## src/rtl/wfg_interconnect_pkg.sv

```systemverilog
// Shared register map and field encodings for the interconnect page.
package wfg_interconnect_pkg;

    localparam logic [3:0] REG_CTRL     = 4'h0;
    localparam logic [3:0] REG_DRV_SEL  = 4'h4;
    localparam logic [3:0] REG_XFER_CNT = 4'h8;

    localparam int CTRL_EN_BIT  = 0;
    localparam int CTRL_CLR_BIT = 1;

    localparam int         SEL_W            = 4;
    localparam logic [3:0] SEL_DISCONNECTED = 4'hF;

endpackage

```

## src/rtl/wfg_stream_router_wb.sv

```systemverilog
// Wishbone slave and register file of the stream router: enable, per-driver
// source select, counter clear strobe and counter readback.
module wfg_stream_router_wb
    import wfg_interconnect_pkg::*;
#(
    parameter int DRIVERS = 2
) (
    input  logic                       clk,
    input  logic                       rst_n,
    input  logic                       stb,
    input  logic                       cyc,
    input  logic                       we,
    input  logic [3:0]                 sel,
    input  logic [3:0]                 adr,
    input  logic [31:0]                dat_w,
    output logic                       ack,
    output logic [31:0]                dat_r,
    output logic                       en,
    output logic [DRIVERS*SEL_W-1:0]   drv_sel,
    output logic                       clr,
    input  logic [31:0]                xfer_cnt
);

    logic        req;
    logic [31:0] sel_reg;
    logic        sel_unused;

    // Byte lanes are not used: every access is a full word.
    assign sel_unused = &sel;

    // A new request is taken only while ack is low, so ack never stays high.
    assign req     = stb & cyc & ~ack;
    assign clr     = req & we & (adr == REG_CTRL) & dat_w[CTRL_CLR_BIT];
    assign drv_sel = sel_reg[DRIVERS*SEL_W-1:0];

    always_ff @(posedge clk or negedge rst_n) begin
        if (!rst_n) begin
            ack     <= 1'b0;
            dat_r   <= '0;
            en      <= 1'b0;
            sel_reg <= {8{SEL_DISCONNECTED}};
        end else begin
            ack   <= req;
            dat_r <= '0;
            if (req && we) begin
                case (adr)
                    REG_CTRL:    en      <= dat_w[CTRL_EN_BIT];
                    REG_DRV_SEL: sel_reg <= dat_w;
                    default:     ;
                endcase
            end
            if (req && !we) begin
                case (adr)
                    REG_CTRL:     dat_r[CTRL_EN_BIT] <= en;
                    REG_DRV_SEL:  dat_r <= sel_reg;
                    REG_XFER_CNT: dat_r <= xfer_cnt;
                    default:      dat_r <= '0;
                endcase
            end
        end
    end

endmodule

```

## src/rtl/wfg_stream_router.sv

```systemverilog
// AXI-Stream crossbar: each driver picks one stimulus, a stimulus may feed
// several drivers, and every driver output is a one-entry register.
module wfg_stream_router
    import wfg_interconnect_pkg::*;
#(
    parameter int STIMULI = 2,
    parameter int DRIVERS = 2,
    parameter int DATAW   = 32
) (
    input  logic                       wb_clk_i,
    input  logic                       wb_rst_ni,
    input  logic                       wbs_stb_i,
    input  logic                       wbs_cyc_i,
    input  logic                       wbs_we_i,
    input  logic [3:0]                 wbs_sel_i,
    input  logic [3:0]                 wbs_adr_i,
    input  logic [31:0]                wbs_dat_i,
    output logic                       wbs_ack_o,
    output logic [31:0]                wbs_dat_o,
    input  logic [STIMULI-1:0]         stim_tvalid_i,
    input  logic [STIMULI*DATAW-1:0]   stim_tdata_i,
    output logic [STIMULI-1:0]         stim_tready_o,
    output logic [DRIVERS-1:0]         drv_tvalid_o,
    output logic [DRIVERS*DATAW-1:0]   drv_tdata_o,
    input  logic [DRIVERS-1:0]         drv_tready_i
);

    localparam int NCNT = (DRIVERS > 1) ? 2 : 1;

    logic                       en;
    logic                       clr;
    logic [DRIVERS*SEL_W-1:0]   drv_sel;
    logic [31:0]                xfer_cnt;
    logic [DRIVERS-1:0]         can_accept;
    logic [STIMULI-1:0]         has_sub;
    logic [DRIVERS-1:0]         load;
    logic [DATAW-1:0]           load_data [DRIVERS];
    logic [15:0]                cnt [NCNT];

    wfg_stream_router_wb #(.DRIVERS(DRIVERS)) u_wb (
        .clk      (wb_clk_i),
        .rst_n    (wb_rst_ni),
        .stb      (wbs_stb_i),
        .cyc      (wbs_cyc_i),
        .we       (wbs_we_i),
        .sel      (wbs_sel_i),
        .adr      (wbs_adr_i),
        .dat_w    (wbs_dat_i),
        .ack      (wbs_ack_o),
        .dat_r    (wbs_dat_o),
        .en       (en),
        .drv_sel  (drv_sel),
        .clr      (clr),
        .xfer_cnt (xfer_cnt)
    );

    // A stimulus is ready only if it has subscribers and all of them can take a beat.
    always_comb begin
        can_accept    = ~drv_tvalid_o | drv_tready_i;
        has_sub       = '0;
        stim_tready_o = {STIMULI{en}};
        for (int s = 0; s < STIMULI; s++) begin
            for (int d = 0; d < DRIVERS; d++) begin
                if (drv_sel[d*SEL_W +: SEL_W] == SEL_W'(s)) begin
                    has_sub[s] = 1'b1;
                    if (!can_accept[d]) stim_tready_o[s] = 1'b0;
                end
            end
        end
        stim_tready_o = stim_tready_o & has_sub;
    end

    always_comb begin
        load = '0;
        for (int d = 0; d < DRIVERS; d++) begin
            load_data[d] = '0;
            for (int s = 0; s < STIMULI; s++) begin
                if ((drv_sel[d*SEL_W +: SEL_W] == SEL_W'(s)) && stim_tvalid_i[s] && stim_tready_o[s]) begin
                    load[d]      = 1'b1;
                    load_data[d] = stim_tdata_i[s*DATAW +: DATAW];
                end
            end
        end
    end

    always_ff @(posedge wb_clk_i or negedge wb_rst_ni) begin
        if (!wb_rst_ni) begin
            drv_tvalid_o <= '0;
            drv_tdata_o  <= '0;
        end else begin
            for (int d = 0; d < DRIVERS; d++) begin
                if (load[d]) begin
                    drv_tvalid_o[d]                  <= 1'b1;
                    drv_tdata_o[d*DATAW +: DATAW]    <= load_data[d];
                end else if (drv_tready_i[d]) begin
                    drv_tvalid_o[d] <= 1'b0;
                end
            end
        end
    end

    // Only the first two drivers are visible in XFER_CNT; clear wins over a completion.
    always_ff @(posedge wb_clk_i or negedge wb_rst_ni) begin
        if (!wb_rst_ni) begin
            for (int i = 0; i < NCNT; i++) cnt[i] <= '0;
        end else begin
            for (int i = 0; i < NCNT; i++) begin
                if (clr) cnt[i] <= '0;
                else if (drv_tvalid_o[i] && drv_tready_i[i]) cnt[i] <= cnt[i] + 16'd1;
            end
        end
    end

    if (NCNT > 1) begin : g_two_cnt
        assign xfer_cnt = {cnt[1], cnt[0]};
    end else begin : g_one_cnt
        assign xfer_cnt = {16'h0000, cnt[0]};
    end

endmodule

```

## config.mk

```make
export PLATFORM = sky130hd
export DESIGN_NAME = wfg_stream_router
export DESIGN_NICKNAME = d
export VERILOG_FILES = /design/src/rtl/wfg_interconnect_pkg.sv /design/src/rtl/wfg_stream_router_wb.sv /design/src/rtl/wfg_stream_router.sv
export SDC_FILE = /design/constraint.sdc
export NUM_CORES = 1
export LEC_CHECK = 0
export CORE_MARGIN = 2
export CORE_UTILIZATION = 25
export CTS_BUF_LIST = sky130_fd_sc_hd__clkbuf_8 sky130_fd_sc_hd__clkbuf_16
export DETAILED_ROUTE_END_ITERATION = 12
export DONT_BUFFER_PORTS = 1
export PLACE_DENSITY = 0.49
export SLEW_MARGIN = 25
export SYNTH_ARGS = -nofsm -noshare
export SYNTH_HDL_FRONTEND = slang
export SYNTH_SLANG_ARGS = --single-unit
```

## constraint.sdc

```tcl
create_clock -name wb_clk_i -period 6.1 [get_ports wb_clk_i]
set_input_delay 1.22 -clock wb_clk_i [delete_from_list [all_inputs] [get_ports wb_clk_i]]
set_output_delay 1.22 -clock wb_clk_i [all_outputs]
set_load 0.05 [all_outputs]
```

==> results.toml, run 1 <==
[status]
status = "finished, final reports clean"

[worst_setup_path]
critPathCaptureType = "output pin"
path_class = "flip-flop to output pin"
cp.required_ps = 4880
crit_arrival_ps = 2400
startpoint = "u_wb.sel_reg[7]"
crit_fanout = 5
reg2reg_from = "drv_tvalid_o[1]"
critPathLaunchType = "flip-flop"

[floorplan]
die_h_um = 176
start_util_pct = 25.5
dieArea_um2 = 30900
io_pins = 214
die_w_um = 176
core_area_um2 = 28900
row_count = 62

[synth]
synthArstFlopShare_pct = 100
yosys.area.top_type_share_pct = 44.7
syn_area_um2 = 7390
synth_seq_cells = 164
synth_edf_count = 0
syn_nets = 776
synth_area_leaders = "dfrtp_1 (45%), dfstp_2 (11%), mux2i_1 (8.8%), mux2_2 (5.2%), nand2_1 (4.3%)"
syn_inst = 661
synth-main-ff-cell = "dfrtp_1"
yosysSeqAreaShare_pct = 56.1
synthDistinctLibCells = 45
syn-mean-instance-area_um2 = 11.2
yosys_warnings = 0
synth.largest_area_cell = "dfrtp_1"

[sta]
fmax_mhz = 276
hold_viol_final = 0
skew_ps = 18.9
fin_tns_setup_ps = 0
slew_headroom_pct = 33.3
finalCritPeriodShare_pct = 59.3
worstMarginPinSlew_ps = 997
finalMaxSlewViolations = 0
setup_viol = 0
period_needed_ps = 3620
rsz0062_at_grt = "false"

[drt]
drc = 0
wl_per_cell_um = 19.3
viasPerCell = 4.76
postRouteAntennaNets = 0
drt_pass1_iterations = 4
postRouteWirelength_mm = 20.2
vias = 4976
first_iter_violations = 250

[pwr]
leakage_nw = 3.17
clkPwrFrac_pct = 29.8
p_seq_share_pct = 60.4
power.density_nw_per_um2 = 457
p_sw_w = 0.00170
swShare_pct = 44.4
combPwrFrac_pct = 9.8
p_int_w = 0.00212
ir_drop_v = 0.000241

[place]
gp_congestion = 0.751
io_buffer_count = 0
dpl.hpwl_mm = 13.1
place_area_um2 = 7750

[finish]
drive_above_1_share_pct = 19.5
seq_area_um2 = 4140
largest_reg_flops = 64
multiInputGateArea_um2 = 3060
layout_common_cells = "dfrtp_1 (132), nand2_1 (84), mux2i_1 (65), nor2_1 (53), o21ai_1 (47)"
nNetsFinal = 764
finalInstanceArea_um2 = 8360
top_register = "drv_tdata_o"
layout.cells.most_common = "dfrtp_1"
n_fill_cell = 2974
n_antenna_cell = 0
synthToLayoutAreaGrowth_pct = 13.2

[global_route]
grt_pass1_vias = 5208
grt_max_degree = 165
overflow = 0
antenna_found_initial = 0
grt_pass1_wl_mm = 31.4
track_usage_pct = 13.3

[clocking]
ctsLongestPathBuffers = 2
clkSinkCount = 164
cts.clk_slew.worst_paths_ps = 80
h-tree-depth = 4
cts_hold_buf = 0
cts_tree = "done"
post_cts_resized = 0
numCtsBuffers = 17
clk_latency_ps = 430
postCtsSetupBuffers = 0
root_buffer = "clkbuf_16"

[min_path]
hold_class = "input pin to async pin"

[run]
drv_cap = 0
-- logic make-up after synthesis --
kind of cell | after synthesis | synth area share (%)
fa+ha+maj | 2 | 0.339
xor+xnor | 17 | 2.02
simple gates | 207 | 13.1
buf+inv | 43 | 3.00
flops | 164 | 56.1
mux | 99 | 14.0
compound gates | 129 | 11.4
-- power by group through the flow --
stage               registers (W)  logic (W)  clock network, W
finish                    0.00231   0.000376           0.00114
global route              0.00234   0.000437           0.00123
CTS                       0.00231   0.000383           0.00118
detailed placement        0.00233   0.000390                 0
global placement          0.00234   0.000364                 0
floorplan                 0.00224   0.000329                 0
-- routing by layer --
layer  up-vias  track usage [%]  part of all wire [%]
met2       165             21.6                    47
li1       2318                -                     -
met3        12             5.63                   8.6
met1      2481             16.2                    43
met5         -                0                     0
met4         0             3.82                   1.2
-- area by class of cell --
type                            count  share of cell area (%)
Clock buffer                       17                    5.09
Clock inverter                     15                    2.12
Inverter                            3                   0.135
Multi-Input combinational cell    454                    36.6
Sequential cell                   164                    49.5
Tap cell                          384                    5.74
Timing Repair Buffer                9                   0.808
-- per-stage QoR --
stage | power (W) | utilization (%) | worst slack (ps) | instances | hold slack (ps)
2_1_floorplan | 0.00257 | - | 2770 | 661 | 499
3_3_place_gp | 0.00270 | 26.8 | 2630 | 1014 | 535
3_5_place_dp | 0.00272 | 26.8 | 2630 | 1014 | 538
4_1_cts | 0.00388 | 28.9 | 2320 | 1046 | 447
5_1_grt | 0.00401 | 28.9 | 2370 | 1046 | 440
6_report | 0.00382 | 28.9 | 2480 | 1046 | 476
-- critical path, stage by stage (launching register included) --
cell and delay, ps:
dfstp_2 390, nor4_1 610, o21ai_0 190, nor2_1 780
-- Yosys cell counts, drive strengths merged, types with 2 or more instances --
master   instances
a21oi           14
mux2            34
nor4b            3
ha               2
or3             14
dfrtp          132
mux2i           65
o21ai           74
and4             2
nand4            8
and3             3
nor4             7
inv              3
nor2b            3
and2             3
nor3             4
nand3           13
buf             15
o31ai            3
xnor2            8
nand2b           2
clkbuf          25
xor2             9
nand2           84
nor2            53
a2111oi          3
dfstp           32
or4              5
a22oi           32
-- final timing paths --
check	end	slack, ps	depth (start not counted)
max	stim_tready_o[0]	2480	3
min	u_wb.dat_r[22]	480	0
max reg2reg	drv_tvalid_o[0]	3480	4
min reg2reg	u_wb.dat_r[0]	540	2
max in group asynchronous	u_wb.sel_reg[27]	5100	0
min in group wb_clk_i	u_wb.dat_r[0]	540	2
Power figures use the tool's default switching activity.
==> inputs of run 2 (changes only) <==
==> constraint.sdc (replaced) <==
create_clock -name wb_clk_i -period 3.5 [get_ports wb_clk_i]
set_input_delay 0.7 -clock wb_clk_i [delete_from_list [all_inputs] [get_ports wb_clk_i]]
set_output_delay 0.7 -clock wb_clk_i [all_outputs]
set_load 0.05 [all_outputs]
==> results.toml, run 2 (synthesis results as in run 1) <==
[finish]
layout_common_cells = "dfrtp_1 (132), nand2_1 (84), mux2i_1 (65), nor2_1 (53), o21ai_1 (47)"
synthToLayoutAreaGrowth_pct = 13.9
nNetsFinal = 769
largest_reg_flops = 64
finalInstanceArea_um2 = 8410
fin_util_pct = 29.1
layout.cells.most_common = "dfrtp_1"
top_register = "drv_tdata_o"
drive_above_1_share_pct = 19.9
n_antenna_cell = 0

[drt]
first_iter_violations = 215
wl_per_cell_um = 18.4
vias = 4998
drt_pass1_iterations = 4
postRouteWirelength_mm = 19.4
drc = 0
viasPerCell = 4.76
postRouteAntennaNets = 0

[clocking]
h-tree-depth = 4
clkSinkCount = 164
numCtsBuffers = 17
root_buffer = "clkbuf_16"
ctsLongestPathBuffers = 2
cts_tree = "done"
postCtsSetupBuffers = 0
cts.clk_slew.worst_paths_ps = 80
clk_latency_ps = 430

[floorplan]
die_h_um = 176
io_pins = 214
start_util_pct = 25.5
dieArea_um2 = 30900
die_w_um = 176
row_count = 62
core_area_um2 = 28900

[worst_setup_path]
critPathLaunchType = "flip-flop"
crit_fanout = 5
startpoint = "u_wb.sel_reg[0]"
path_class = "flip-flop to output pin"
r2r-end = "drv_tdata_o[28]"
critPathCapture = "stim_tready_o[1]"
r2r_cells = 6
reg2reg_slack_ps = 1020
reg2reg_from = "drv_tvalid_o[1]"
crit_arrival_ps = 2210
cp.required_ps = 2800
critPathCaptureType = "output pin"

[pwr]
leakage_nw = 3.19
total_power_w = 0.00658
ir_drop_v = 0.000466
power.density_nw_per_um2 = 782

[min_path]
hold_class = "input pin to async pin"

[place]
gp_congestion = 0.775
io_buffer_count = 0
dpl.hpwl_mm = 13.3
place_area_um2 = 7830

[global_route]
overflow = 0
grt_max_degree = 165
grt_pass1_wl_mm = 30.6
track_usage_pct = 12.8
grt_pass1_vias = 5302
antenna_found_initial = 0

[sta]
slew_headroom_pct = 43.3
fin_tns_setup_ps = 0
worstMarginPinSlew_ps = 850
finalMaxSlewViolations = 0
finalCritPeriodShare_pct = 83.2
rsz0062_at_grt = "false"
skew_ps = 16.7
fmax_mhz = 343
setup_viol = 0
period_needed_ps = 2910
hold_viol_final = 127
finalHoldWorstSlack_ps = -44.8

[status]
status = "finished, violations left"
failed_checks = "negative hold slack"

[run]
drv_cap = 0
==> run 2: final cells by class <==
type	instances	area (um^2)
Inverter	3	11.3
Fill cell	2974	20500
Tap cell	384	480
Multi-Input combinational cell	454	3050
Clock buffer	17	425
Clock inverter	15	156
Timing Repair Buffer	14	143
Sequential cell	164	4140
==> run 2: worst min-delay path by stage <==
stage                          from              to
after detailed placement  wb_rst_ni  u_wb.dat_r[24]
after global routing      wb_rst_ni  u_wb.dat_r[24]
after global placement    wb_rst_ni  u_wb.dat_r[26]
final                     wb_rst_ni  u_wb.dat_r[26]
after floorplan           wb_rst_ni          cnt[0]
after CTS                 wb_rst_ni  u_wb.dat_r[24]
==> run 2: power by group <==
| part | switching (W) | total, W | internal, W |
|---|---|---|---|
| logic | 0.000331 | 0.000671 | 0.000340 |
| registers | 0.00168 | 0.00402 | 0.00234 |
| clock network | 0.000933 | 0.00189 | 0.000957 |
| total | 0.00295 | 0.00658 | 0.00363 |
==> run 2: through the flow <==
step	worst slack, ps	std cells
after detailed placement	946	1019
after CTS	449	1051
final	587	1051
after global placement	934	1019
after floorplan	930	661
after global routing	421	1051
==> run 2: per-layer routing <==
layer | vias up | track usage (%) | routed length [um] | share of wire [%]
met3 | 10 | 5.71 | 1850 | 9.5
met4 | 0 | 3.96 | 225 | 1.2
met1 | 2488 | 15.3 | 8210 | 42
met5 | - | 0 | 0 | 0
met2 | 170 | 20.6 | 9100 | 47
li1 | 2330 | - | - | -
==> run 2: worst max-delay path, cell delays in order (launching register included) <==
cell     delay (ps)
dfstp_2         580
or4b_1          550
mux2i_1         160
nor2_1          240
buf_4           250
==> run 2: timing repair <==
| item | in CTS | in global routing |
|---|---|---|
| setup endpoints to repair | 0 | 0 |
| gates resized for setup | 0 | 0 |
| endpoints found under the hold margin | 132 | 132 |
==> inputs of run 3 (changes only) <==
==> constraint.sdc (replaced) <==
create_clock -name wb_clk_i -period 2.85 [get_ports wb_clk_i]
set_input_delay 0.57 -clock wb_clk_i [delete_from_list [all_inputs] [get_ports wb_clk_i]]
set_output_delay 0.57 -clock wb_clk_i [all_outputs]
set_load 0.05 [all_outputs]
==> results.toml, run 3 (synthesis results as in run 1) <==
[global_route]
grt_pass1_wl_mm = 30.9
grt_max_degree = 165
track_usage_pct = 13.1
grt_pass1_vias = 5168
antenna_found_initial = 0
overflow = 0

[clocking]
numCtsBuffers = 17
clkSinkCount = 164
ctsLongestPathBuffers = 2
clk_latency_ps = 440
h-tree-depth = 4
root_buffer = "clkbuf_16"
postCtsSetupBuffers = 0
cts_tree = "done"
cts.clk_slew.worst_paths_ps = 80

[sta]
slew_headroom_pct = 53.4
finalMaxSlewViolations = 0
period_needed_ps = 2680
finalCritPeriodShare_pct = 94.0
rsz0062_at_grt = "false"
fin_tns_setup_ps = 0
finalHoldWorstSlack_ps = -180
skew_ps = 16.7
setup_viol = 0
worstMarginPinSlew_ps = 699
hold_viol_final = 133
fmax_mhz = 373

[worst_setup_path]
reg2reg_slack_ps = 660
crit_arrival_ps = 2110
cp.required_ps = 2280
critPathLaunchType = "flip-flop"
critPathCaptureType = "output pin"
path_class = "flip-flop to output pin"
crit_fanout = 5

[finish]
nNetsFinal = 772
layout.cells.most_common = "dfrtp_1"
top_register = "drv_tdata_o"
drive_above_1_share_pct = 20.4
largest_reg_flops = 64
synthToLayoutAreaGrowth_pct = 14.8
n_antenna_cell = 0
layout_common_cells = "dfrtp_1 (132), nand2_1 (84), mux2i_1 (65), nor2_1 (52), o21ai_1 (47)"

[drt]
wl_per_cell_um = 18.9
first_iter_violations = 265
vias = 4980
viasPerCell = 4.72
drt_pass1_iterations = 4
drc = 0
postRouteAntennaNets = 0
postRouteWirelength_mm = 19.9

[floorplan]
io_pins = 214
die_w_um = 176
dieArea_um2 = 30900
start_util_pct = 25.5
die_h_um = 176
core_area_um2 = 28900
row_count = 62

[min_path]
hold_class = "input pin to async pin"

[pwr]
leakage_nw = 3.22
power.density_nw_per_um2 = 959
ir_drop_v = 0.000506
total_power_w = 0.00813

[place]
gp_congestion = 0.776
io_buffer_count = 0
dpl.hpwl_mm = 13.3

[run]
drv_cap = 0

[status]
status = "finished, violations left"
failed_checks = "negative hold slack"
run 3: cell type report:
class / instances / area (um^2)
Clock buffer: 17 / 425
Clock inverter: 15 / 184
Fill cell: 2965 / 20500
Inverter: 3 / 11.3
Multi-Input combinational cell: 454 / 3050
Sequential cell: 164 / 4140
Tap cell: 384 / 480
Timing Repair Buffer: 17 / 178
run 3: worst paths after layout:
check | endpoint | start | cells after the start
max reg2reg | drv_tdata_o[52] | u_wb.sel_reg[0] | 5
min in group wb_clk_i | cnt[15] | wbs_dat_i[1] | 1
max in group asynchronous | u_wb.sel_reg[7] | wb_rst_ni | 0
min reg2reg | u_wb.dat_r[0] | u_wb.sel_reg[0] | 2
min | u_wb.dat_r[21] | wb_rst_ni | 0
max | stim_tready_o[1] | u_wb.sel_reg[0] | 4
run 3: routing by layer:
layer	GRT usage [%]	part of all wire, %	wire length [um]
met4	3.72	1.5	306
met2	21.4	47	9410
met1	15.4	42	8320
met3	6.32	9.4	1860
met5	0	0	0
run 3: stage by stage:
step	worst slack, ps	std cells	instance area (um^2)	util [%]	hold WS, ps
floorplan	410	661	7390	-	274
global route	45.5	1054	8480	29.3	-212
CTS	63.2	1054	8480	29.3	-203
global placement	443	1022	7870	27.2	278
detailed placement	474	1022	7870	27.2	278
finish	170	1054	8480	29.3	-180
run 3: what timing repair did:
| action | in CTS | in global routing |
|---|---|---|
| hold endpoints to repair | 160 | 158 |
| gates resized for setup | 1 | 0 |
| setup endpoints to repair | 1 | 0 |
run 3: critical path: stages (launching register included):
cell,delay [ps]
dfstp_2,570
or4b_1,540
mux2i_1,170
nor2_2,170
buf_4,220
run 3: where the power goes:
part,internal [W],switching (W),leakage (nW)
Clock,0.00119,0.00117,0.296
Combinational,0.000423,0.000421,0.862
Sequential,0.00287,0.00205,2.07
